[config.mk]
export PLATFORM = sky130hd
export DESIGN_NAME = alu16
export DESIGN_NICKNAME = d
export VERILOG_FILES = /design/src/rtl/alu_pkg.sv /design/src/rtl/alu_addsub.sv /design/src/rtl/alu16.sv
export SDC_FILE = /design/constraint.sdc
export NUM_CORES = 1
export LEC_CHECK = 0
export BUFFER_PORTS_ARGS = -buffer_cell sky130_fd_sc_hd__buf_2
export CAP_MARGIN = 20
export CORE_MARGIN = 5
export CORE_UTILIZATION = 38
export CTS_BUF_LIST = sky130_fd_sc_hd__clkbuf_2 sky130_fd_sc_hd__clkbuf_4 sky130_fd_sc_hd__clkbuf_8
export DETAILED_ROUTE_END_ITERATION = 6
export PLACE_DENSITY_LB_ADDON = 0.25
export SYNTH_ARGS = -nofsm -noshare
export SYNTH_HDL_FRONTEND = slang
export SYNTH_HIERARCHICAL = 1
export SYNTH_SLANG_ARGS = --single-unit
[constraint.sdc]
create_clock -name clk -period 10.45 [get_ports clk]
set_input_delay 1.045 -clock clk [delete_from_list [all_inputs] [get_ports clk]]
set_output_delay 1.045 -clock clk [all_outputs]
set_load 0.01 [all_outputs]
[src/rtl/alu_pkg.sv]
// Shared opcode encoding and default operand width for the ESC datapath ALU.
package alu_pkg;

    localparam int ALU_WIDTH = 16;

    localparam logic [2:0] OP_AND = 3'b000;
    localparam logic [2:0] OP_OR  = 3'b001;
    localparam logic [2:0] OP_ADD = 3'b010;
    localparam logic [2:0] OP_SUB = 3'b011;
    localparam logic [2:0] OP_XOR = 3'b100;
    localparam logic [2:0] OP_SLT = 3'b101;
    localparam logic [2:0] OP_NOR = 3'b110;
    localparam logic [2:0] OP_SLL = 3'b111;

endpackage

[src/rtl/alu_addsub.sv]
// Combinational adder/subtractor shared by ADD, SUB and SLT.
module alu_addsub #(
    parameter int WIDTH = 16
) (
    input  logic [WIDTH-1:0] a,
    input  logic [WIDTH-1:0] b,
    input  logic             sub,
    output logic [WIDTH-1:0] sum,
    output logic             carry_out,
    output logic             overflow,
    output logic             lt_signed
);

    logic [WIDTH-1:0] b_eff;
    logic [WIDTH:0]   ext;

    always_comb begin
        b_eff = sub ? ~b : b;
        ext   = {1'b0, a} + {1'b0, b_eff} + {{WIDTH{1'b0}}, sub};
        sum   = ext[WIDTH-1:0];
        // For subtraction the raw carry is the inverse of the borrow.
        carry_out = sub ? ~ext[WIDTH] : ext[WIDTH];
        overflow  = (a[WIDTH-1] == b_eff[WIDTH-1]) && (sum[WIDTH-1] != a[WIDTH-1]);
        // Sign of the true difference: correct even when A - B overflows.
        lt_signed = sum[WIDTH-1] ^ overflow;
    end

endmodule

[src/rtl/alu16.sv]
// Registered 16-bit ALU: operation mux, flag generation and one output register stage.
module alu16
    import alu_pkg::*;
#(
    parameter int WIDTH = ALU_WIDTH
) (
    input  logic             clk,
    input  logic             rst,
    input  logic             in_valid,
    input  logic [WIDTH-1:0] A,
    input  logic [WIDTH-1:0] B,
    input  logic [2:0]       control,
    output logic             out_valid,
    output logic [WIDTH-1:0] Out,
    output logic             Zero,
    output logic             Carry,
    output logic             Overflow,
    output logic             Negative
);

    localparam int SHW = $clog2(WIDTH);

    logic [WIDTH-1:0] as_sum;
    logic             as_sub, as_carry, as_ovf, as_lt;

    logic [WIDTH-1:0] result_p0;
    logic             carry_p0, ovf_p0;

    logic [WIDTH-1:0] out_p1;
    logic             zero_p1, carry_p1, ovf_p1, neg_p1, vld_p1;

    assign as_sub = (control == OP_SUB) || (control == OP_SLT);

    alu_addsub #(.WIDTH(WIDTH)) u_addsub (
        .a         (A),
        .b         (B),
        .sub       (as_sub),
        .sum       (as_sum),
        .carry_out (as_carry),
        .overflow  (as_ovf),
        .lt_signed (as_lt)
    );

    // Stage p0: operation select and carry/overflow qualification
    always_comb begin
        result_p0 = '0;
        carry_p0  = 1'b0;
        ovf_p0    = 1'b0;
        case (control)
            OP_AND: result_p0 = A & B;
            OP_OR:  result_p0 = A | B;
            OP_ADD: begin
                result_p0 = as_sum;
                carry_p0  = as_carry;
                ovf_p0    = as_ovf;
            end
            OP_SUB: begin
                result_p0 = as_sum;
                carry_p0  = as_carry;
                ovf_p0    = as_ovf;
            end
            OP_XOR: result_p0 = A ^ B;
            OP_SLT: result_p0 = {{(WIDTH-1){1'b0}}, as_lt};
            OP_NOR: result_p0 = ~(A | B);
            OP_SLL: result_p0 = A << B[SHW-1:0];
            default: result_p0 = '0;
        endcase
    end

    // Stage p1: output register; results and flags hold while no new operation arrives
    always_ff @(posedge clk) begin
        if (rst) begin
            vld_p1   <= 1'b0;
            out_p1   <= '0;
            zero_p1  <= 1'b0;
            carry_p1 <= 1'b0;
            ovf_p1   <= 1'b0;
            neg_p1   <= 1'b0;
        end else begin
            vld_p1 <= in_valid;
            if (in_valid) begin
                out_p1   <= result_p0;
                zero_p1  <= (result_p0 == '0);
                carry_p1 <= carry_p0;
                ovf_p1   <= ovf_p0;
                neg_p1   <= result_p0[WIDTH-1];
            end
        end
    end

    assign out_valid = vld_p1;
    assign Out       = out_p1;
    assign Zero      = zero_p1;
    assign Carry     = carry_p1;
    assign Overflow  = ovf_p1;
    assign Negative  = neg_p1;

endmodule

==> out/metrics.cfg, run 1 <==
[run_status]
status = finished, final reports clean

[clocking]
tritoncts = yes
cts_buffers = 3
postCtsSetupRepairBufs = 0
clkSlewWorstSetupHoldPaths_ps = 70
root_buffer = clkbuf_8
hold_buffers = 0
post_cts_resized = 0
cts_max_path_buffers = 2
numClockSinks = 20
clock_latency_ps = 250
htreeDepth = 1

[worst_setup_path]
crit_arrival_ps = 5720
critical_path_class = input pin to flop
critPathCaptureType = flop
ff2ff_setup_slack_ps = 9720
crit_fanout = 43
reg2reg_to = Zero
required_ps = 10650
reg2regPathDepth = 2
rr_startpoint = Zero
critical_path.startpoint_type = input pin

[floorplanning]
start_util_pct = 38.4
fp.dieH_um = 108
core_sq_um = 9590
die-area_sq_um = 11800
rows = 36
ios = 59
fp.dieW_um = 108

[timing]
fin_crit_ps = 5520
finalHoldViolations = 0
finalCritPeriodShare_pct = 52.8
setup_tns_ps = 0
fmax_mhz = 181
final.setup.worst_slack_ps = 4930
setup_violations = 0
tightest_slew_ps = 1050
final_max_slew_viol_count = 0
fin_skew_ps = 0
relSlewSlack_pct = 30.0
rsz0062_at_grt = false

[drt]
drc_errors = 0
antenna_left = 0
drtIter0Drc = 193
routed_wl_um = 10800
via_count = 3532
dr.pass1.iters = 5
wl_per_cell_um = 16.8
viasPerCell = 5.51

[synthesis]
synth_cell_types = 72
ys_seq_area_share_pct = 10.9
yosys.area_share.adder_pct = 17.5
synth_edf_count = 0
ys_ff_latch = 20
synth_warnings = 6
yosys.area_share.simple_pct = 16.6
yosys.area.top_type_share_pct = 17.0
synth_area_leaders = ha_1, dfxtp_1, mux2i_1, inv_1, xor2_1
yosys.area.top_type = ha_1
synthTopCellsByCount = inv_1, ha_1, nand2_1, nor2_1, a21oi_1
syn_area_sq_um = 3680
synthFlopType = dfxtp_1
synth.area.mux_share_pct = 14.5
syn_avg_cell_area_sq_um = 7.76
yosysMostFrequentCell = inv_1
synth_compound_area_share_pct = 23.3
async_reset_ff_share_pct = 0
synth_nets = 564
synthCells = 475
synth_top_family_by_area = compound AO/OA/AOI/OAI gates
synth-xor-area-share_pct = 7.61

[grt]
overflow = 0
grt_max_degree = 44
grt_pass1_vias = 3415
grt_use_total_pct = 18.2
grt_pass1_wl_um = 17200
antenna_found_initial = 0

[hold_path]
worstHoldStart = Out[6]
hold_class = flop to flop
whs_path_depth = 2
hold_end = Out[6]

[pwr]
p_leak_uw = 0.00200
peakVddDrop_uv = 45.3
powerDensity_nw_per_um2 = 89.3

[placed_design]
gp_congestion = 0.950
post-dp-hpwl_um = 8460
io_buffers = 58
pre_cts_ws_ps = 4750

[layout]
drive_above_1_share_pct = 19.3
syn_to_final_growth_pct = 9.64
fin_nets = 598
antenna_cells = 0

[job]
maxCapViolations = 0

final cells by class:
cell class              count  area [sq um]
clock buffers               4          55.1
fillers                  1029          5550
inverters                  53           199
multi-input cells         373          2930
flip-flops and latches     20           400
well taps                 133           166
repair buffers             58           290
critical path, stage by stage:
cell and delay, ps:
buf_2 650, nor2b_1 230, o21a_1 830, xor2_1 170, ha_1 380, a21o_1 220, a221o_2 440, a21boi_0 230
xnor2_1 80, mux2_1 280, and3_1 180, o32a_1 350, a21oi_1 170, nand2_1 80, nor4_1 170, a31o_1 170
cells by family (layout without fill, tap and decap cells):
kind of cell | Yosys count | in the layout
AO/OA/AOI/OAI | 120 | 120
XOR/XNOR | 32 | 32
adder cells (fa/ha/maj) | 51 | 51
buffers and inverters | 82 | 115
flip-flops | 20 | 20
multiplexers | 45 | 45
AND/OR/NAND/NOR | 125 | 125
placed cells by master, fill, tap and decap left out, types with 2 or more instances in the layout:
cell type,count
and3_1,2
a21oi_1,28
o211a_1,2
o21ai_1,4
o211ai_1,6
a31oi_1,2
nand2b_1,11
mux2i_1,20
a2bb2oi_1,3
a21o_1,6
a21o_2,2
a22oi_1,5
nor2_1,34
o21ai_0,8
ha_1,50
dfxtp_1,20
xnor2_1,10
a221oi_1,7
o22ai_1,9
a211oi_1,13
o21a_1,3
nor2b_1,9
mux4_2,3
and2_1,3
nor3b_1,2
nand4b_1,2
inv_1,52
or2_2,3
nand3_1,7
mux2_4,4
nand4_1,2
nand2_1,34
xor2_1,22
buf_2,58
o2bb2ai_1,3
clkbuf_8,4
nor3_1,8
mux2_2,14
mux2_1,3
where the power goes:
part,internal (uW),switching [uW]
combinational,94.4,124
sequential,81.9,2.68
clock,33.5,23.8
flip-flops by register name (all words and copies together), names as in the netlist:
register and cells:
Carry 1, Out 16, out_valid 1, Overflow 1, Zero 1
stage by stage:
step	std cells	util (%)	hold WS [ps]	power (uW)	instance area, sq um
after floorplan	475	-	490	247	3680
after global placement	637	41.5	455	299	3990
after detailed placement	637	41.5	458	303	3990
after CTS	641	42.1	470	362	4040
after global routing	641	42.1	487	390	4040
final	641	42.1	466	361	4040
routing by layer:
metal,wire [um],part of all wire [%],track usage [%],vias to the layer above
met5,0,0,0,-
met4,240,2.2,5.86,0
met3,608,5.7,1.97,21
met2,4730,44,29.2,121
met1,5170,48,25.5,1646
li1,-,-,-,1744
worst max-delay path by stage:
stage                    start  endpoint  slack [ps]  cells after the start
finish              control[2]      Zero        4930                     16
CTS                 control[2]      Zero        4990                     16
detailed placement  control[2]      Zero        4750                     16
global route        control[1]      Zero        4560                     16
floorplan           control[1]      Zero        5520                     20
global placement    control[2]      Zero        4820                     16
(Power assumes the default switching activity.)
==> run 2: changes to the inputs <==
Clock period 10.45 ns to 4.65 ns, I/O delays scaled along.
==> run 2 against run 1 <==
Compared with the run above:
- worst hold slack is essentially flat
- sequential power increased by 120%
- die area is the same
- total power increased by 120%
- via count shrank 0.45%
- worst setup slack lost 4400 ps
- non-clock buffer count grew 5
- critical path depth increased by 1
- cell area grew 0.59%
- clock-buffer cell count down 1
- core utilization increased by 0.25 points
- largest cell class unchanged
- largest power group unchanged
==> out/metrics.cfg, run 2 (synthesized netlist as in run 1, its figures left out) <==
[floorplanning]
start_util_pct = 38.4
fp.dieH_um = 108
fp.dieW_um = 108
rows = 36
die-area_sq_um = 11800
ios = 59
core_sq_um = 9590

[layout]
fillers = 963
final_common_cell = buf_2
largest_reg_flops = 16
syn_to_final_growth_pct = 10.3
drive_above_1_share_pct = 19.9
final_cell_mix = buf_2, inv_1, ha_1
fin_nets = 603
antenna_cells = 0

[clocking]
hold_buffers = 0
post_cts_resized = 0
htreeDepth = 1
cts_max_path_buffers = 2
postCtsSetupRepairBufs = 0
clkSlewWorstSetupHoldPaths_ps = 60
root_buffer = clkbuf_8
cts_buffers = 3
clock_latency_ps = 240
tritoncts = yes
numClockSinks = 20

[worst_setup_path]
critical_path.startpoint_type = input pin
reg2regPathDepth = 2
reg2reg_to = Zero
crit_path_cell_trace = buf_2, nor2b_1, o21a_1, buf_4, xor2_1, ha_1, and3_2, a221o_2, a21boi_0, xnor2_1, mux2_1, and3_1, o32a_1, a21oi_1, nand2_1, nor4_1, a31o_1
rr_startpoint = Zero
crit_arrival_ps = 4270
cp.buffers_inverters = 2
crit_family = compound AO/OA/AOI/OAI gates
crit_path_top_delay_cell = a221o_2
critPathCaptureType = flop
crit_fanout = 12
slowest_delay_ps = 400
critical_path_class = input pin to flop
required_ps = 4840
ff2ff_setup_slack_ps = 3910

[pwr]
peakVddDrop_uv = 90.8
p_leak_uw = 0.00202
powerDensity_nw_per_um2 = 195

[grt]
grt_max_degree = 42
grt_use_total_pct = 18.4
grt_pass1_vias = 3441
grt_pass1_wl_um = 17600
antenna_found_initial = 0
overflow = 0

[drt]
antenna_left = 0
drtIter0Drc = 256
routed_wl_um = 10900
viasPerCell = 5.45
drc_errors = 0
dr.pass1.iters = 7
wl_per_cell_um = 16.9
via_count = 3516

[timing]
fin_skew_ps = 0
rsz0062_at_grt = false
finalHoldViolations = 0
finalCritPeriodShare_pct = 87.7
tightest_slew_ps = 702
fin_crit_ps = 4080
setup_violations = 0
whs_ps = 467
fmax_mhz = 245
relSlewSlack_pct = 53.2
setup_tns_ps = 0
final_max_slew_viol_count = 0

[hold_path]
hold_class = flop to flop
worstHoldStart = Overflow
hold_end = Overflow
whs_path_depth = 2

[placed_design]
gp_congestion = 0.980
post-dp-hpwl_um = 8500
io_buffers = 58

[run_status]
status = finished, final reports clean

[job]
maxCapViolations = 0

==> run 2: cell count changes in the layout (fill, tap and decap cells not counted) <==
cell and change:
buf_4 +5, clkbuf_8 -1
==> run 2: power by group <==
part           internal (uW)  switching (uW)  leakage [uW]
sequential               184            6.21      0.000165
clock                   57.4            48.4     0.0000216
combinational            215             282       0.00183
total                    456             337       0.00202
==> run 2: cell type report <==
| type | instances | area, sq um | area share, % |
|---|---|---|---|
| multi-input combinational | 373 | 2930 | 72.1 |
| timing repair buffer | 63 | 328 | 8.07 |
| sequential | 20 | 400 | 9.85 |
| clock buffer | 3 | 41.3 | 1.02 |
| inverter | 53 | 199 | 4.90 |
| tap | 133 | 166 | 4.09 |
==> run 2: worst max path at each step <==
| stage | startpoint | to | slack (ps) | depth (start not counted) |
|---|---|---|---|---|
| after floorplan | control[1] | Zero | 300 | 20 |
| after global placement | control[1] | Zero | 420 | 17 |
| after detailed placement | control[1] | Zero | 340 | 17 |
| after CTS | control[1] | Zero | 590 | 17 |
| after global routing | control[1] | Zero | 210 | 17 |
| final | control[1] | Zero | 570 | 17 |
==> run 2: worst reg2reg max path, delay by kind of cell (launching register included) <==
| kind | cells | cell delay (ps) |
|---|---|---|
| and+or+nand+nor | 1 | 130 |
| AOI/OAI and AO/OA | 1 | 200 |
| DFF | 1 | 310 |
==> run 2: metal layers <==
metal | wire (um) | vias to the layer above | track usage, %
met1 | 5140 | 1629 | 26.9
met3 | 761 | 8 | 1.25
li1 | - | 1748 | -
met4 | 74 | 0 | 2.80
met5 | 0 | - | 0
met2 | 4920 | 131 | 30.1
==> run 2: per-stage QoR <==
step | instance area, sq um | util [%] | setup slack (ps) | total power [uW] | instances
2_1_floorplan | 3680 | - | 298 | 554 | 475
3_3_place_gp | 4020 | 41.9 | 416 | 678 | 642
3_5_place_dp | 4020 | 41.9 | 344 | 683 | 642
4_1_cts | 4060 | 42.4 | 587 | 793 | 645
5_1_grt | 4060 | 42.4 | 208 | 858 | 645
6_report | 4060 | 42.4 | 570 | 793 | 645
==> run 3: changes to the inputs <==
Settings changed: ABC_CLOCK_PERIOD_IN_PS from default to 4650, PLACE_DENSITY from default to 0.63, PLACE_DENSITY_LB_ADDON 0.25 to default.
==> run 3 against run 2 <==
Compared with the run above:
- non-clock buffer count unchanged
- sequential power hardly changed
- highest routed layer unchanged
- critical path type unchanged
- via count up 2.3%
==> out/metrics.cfg, run 3 (synthesized netlist as in run 1, its figures left out) <==
[floorplanning]
start_util_pct = 38.4
core_sq_um = 9590
fp.dieH_um = 108
rows = 36
fp.dieW_um = 108
ios = 59
die-area_sq_um = 11800

[clocking]
cts_buffers = 3
clkSlewWorstSetupHoldPaths_ps = 70
hold_buffers = 0
postCtsSetupRepairBufs = 0
numClockSinks = 20
clock_latency_ps = 240
htreeDepth = 1
post_cts_resized = 0
cts_max_path_buffers = 2
tritoncts = yes
root_buffer = clkbuf_8

[pwr]
power_frac_seq_pct = 23.9
p_leak_uw = 0.00202
p_clk_share_pct = 13.3
power.share.switching_pct = 42.7
powerDensity_nw_per_um2 = 196
peakVddDrop_uv = 82.5
p_total_uw = 796
power.switching_uw = 339
p_comb_share_pct = 62.8
p_int_uw = 456

[timing]
final.setup.worst_slack_ps = 717
tightest_slew_ps = 654
relSlewSlack_pct = 56.4
setup_tns_ps = 0
fin_skew_ps = 0
finalCritPeriodShare_pct = 84.6
final_max_slew_viol_count = 0
finalHoldViolations = 0
fmax_mhz = 254
setup_violations = 0
fin_crit_ps = 3930
rsz0062_at_grt = false

[job]
maxCapViolations = 0

[layout]
fillers = 1041
fin_nets = 603
layoutNonFillerInstCount = 645
drive_above_1_share_pct = 19.9
antenna_cells = 0
final_cell_mix = buf_2, inv_1, ha_1
final_common_cell = buf_2
largest_reg_flops = 16
syn_to_final_growth_pct = 10.3

[drt]
via_count = 3597
dr.pass1.iters = 5
viasPerCell = 5.58
routed_wl_um = 11200
wl_per_cell_um = 17.3
antenna_left = 0
drc_errors = 0
drtIter0Drc = 213

[worst_setup_path]
crit_path_top_delay_cell = a221o_2
critical_path.startpoint_type = input pin
slowest_delay_ps = 450
rr_startpoint = Zero
crit_path_cell_trace = buf_2, nor2b_1, o21a_1, xor2_1, ha_1, a21o_1, a221o_2, a21boi_0, xnor2_1, mux2_1, and3_1, o32a_1, a21oi_1, nand2_1, nor4_1, a31o_1
crit_fanout = 7
crit_arrival_ps = 4130
startpoint = control[1]
critPathCaptureType = flop
required_ps = 4840
critical_path_class = input pin to flop

[placed_design]
gp_congestion = 0.971
io_buffers = 58
post-dp-hpwl_um = 8970
dp.cells = 642
pre_cts_ws_ps = 439

[grt]
grt_use_total_pct = 18.8
grt_pass1_vias = 3512
grt_max_degree = 42
antenna_found_initial = 0
overflow = 0
grt_pass1_wl_um = 17900

[hold_path]
worstHoldStart = Out[0]
hold_class = flop to flop

[run_status]
status = finished, final reports clean

-- run 3: cell counts in the layout (fill, tap and decap cells not counted) --
Identical to the previous run, type by type.
-- run 3: metal layers --
metal  part of all wire (%)  wire (um)  up-vias  GRT usage [%]
met4                    2.0        219        0           5.41
met2                     46       5090      127           31.1
met5                      0          0        -              0
li1                       -          -     1751              -
met3                    6.4        719       18           1.49
met1                     46       5130     1701           26.1
-- run 3: per-stage QoR --
| step | area (sq um) | hold WS (ps) | util, % |
|---|---|---|---|
| final | 4060 | 469 | 42.4 |
| after global routing | 4060 | 489 | 42.4 |
| after CTS | 4060 | 470 | 42.4 |
| after detailed placement | 4020 | 460 | 41.9 |
| after global placement | 4020 | 453 | 41.9 |
| after floorplan | 3680 | 490 | - |
-- run 3: cell type report --
| cell class | instances | area, sq um | area share [%] |
|---|---|---|---|
| Inverter | 53 | 199 | 4.90 |
| Timing Repair Buffer | 63 | 328 | 8.07 |
| Clock buffer | 3 | 41.3 | 1.02 |
| Multi-Input combinational cell | 373 | 2930 | 72.1 |
| Sequential cell | 20 | 400 | 9.85 |
| Tap cell | 133 | 166 | 4.09 |
-- run 3: worst paths after layout --
path | end | slack, ps | cells past startpoint
setup / recovery | Zero | 720 | 16
hold / removal | Out[0] | 470 | 2
setup reg to reg | Zero | 3920 | 2
hold reg to reg | Out[0] | 470 | 2
-- run 3: critical path, delay by kind of cell --
family          cells  cell delay [ps]
compound gates      7             2000
simple gates        4              620
xor+xnor            2              310
fa+ha+maj           1              310
mux                 1              290
buf+inv             1              120
-- run 3: power by group through the flow --
stage	combinational, uW	clock [uW]	sequential (uW)
3_5_place_dp	495	0	194
5_1_grt	553	115	192
2_1_floorplan	354	0	200
6_report	500	106	190
3_3_place_gp	487	0	194
4_1_cts	498	110	190
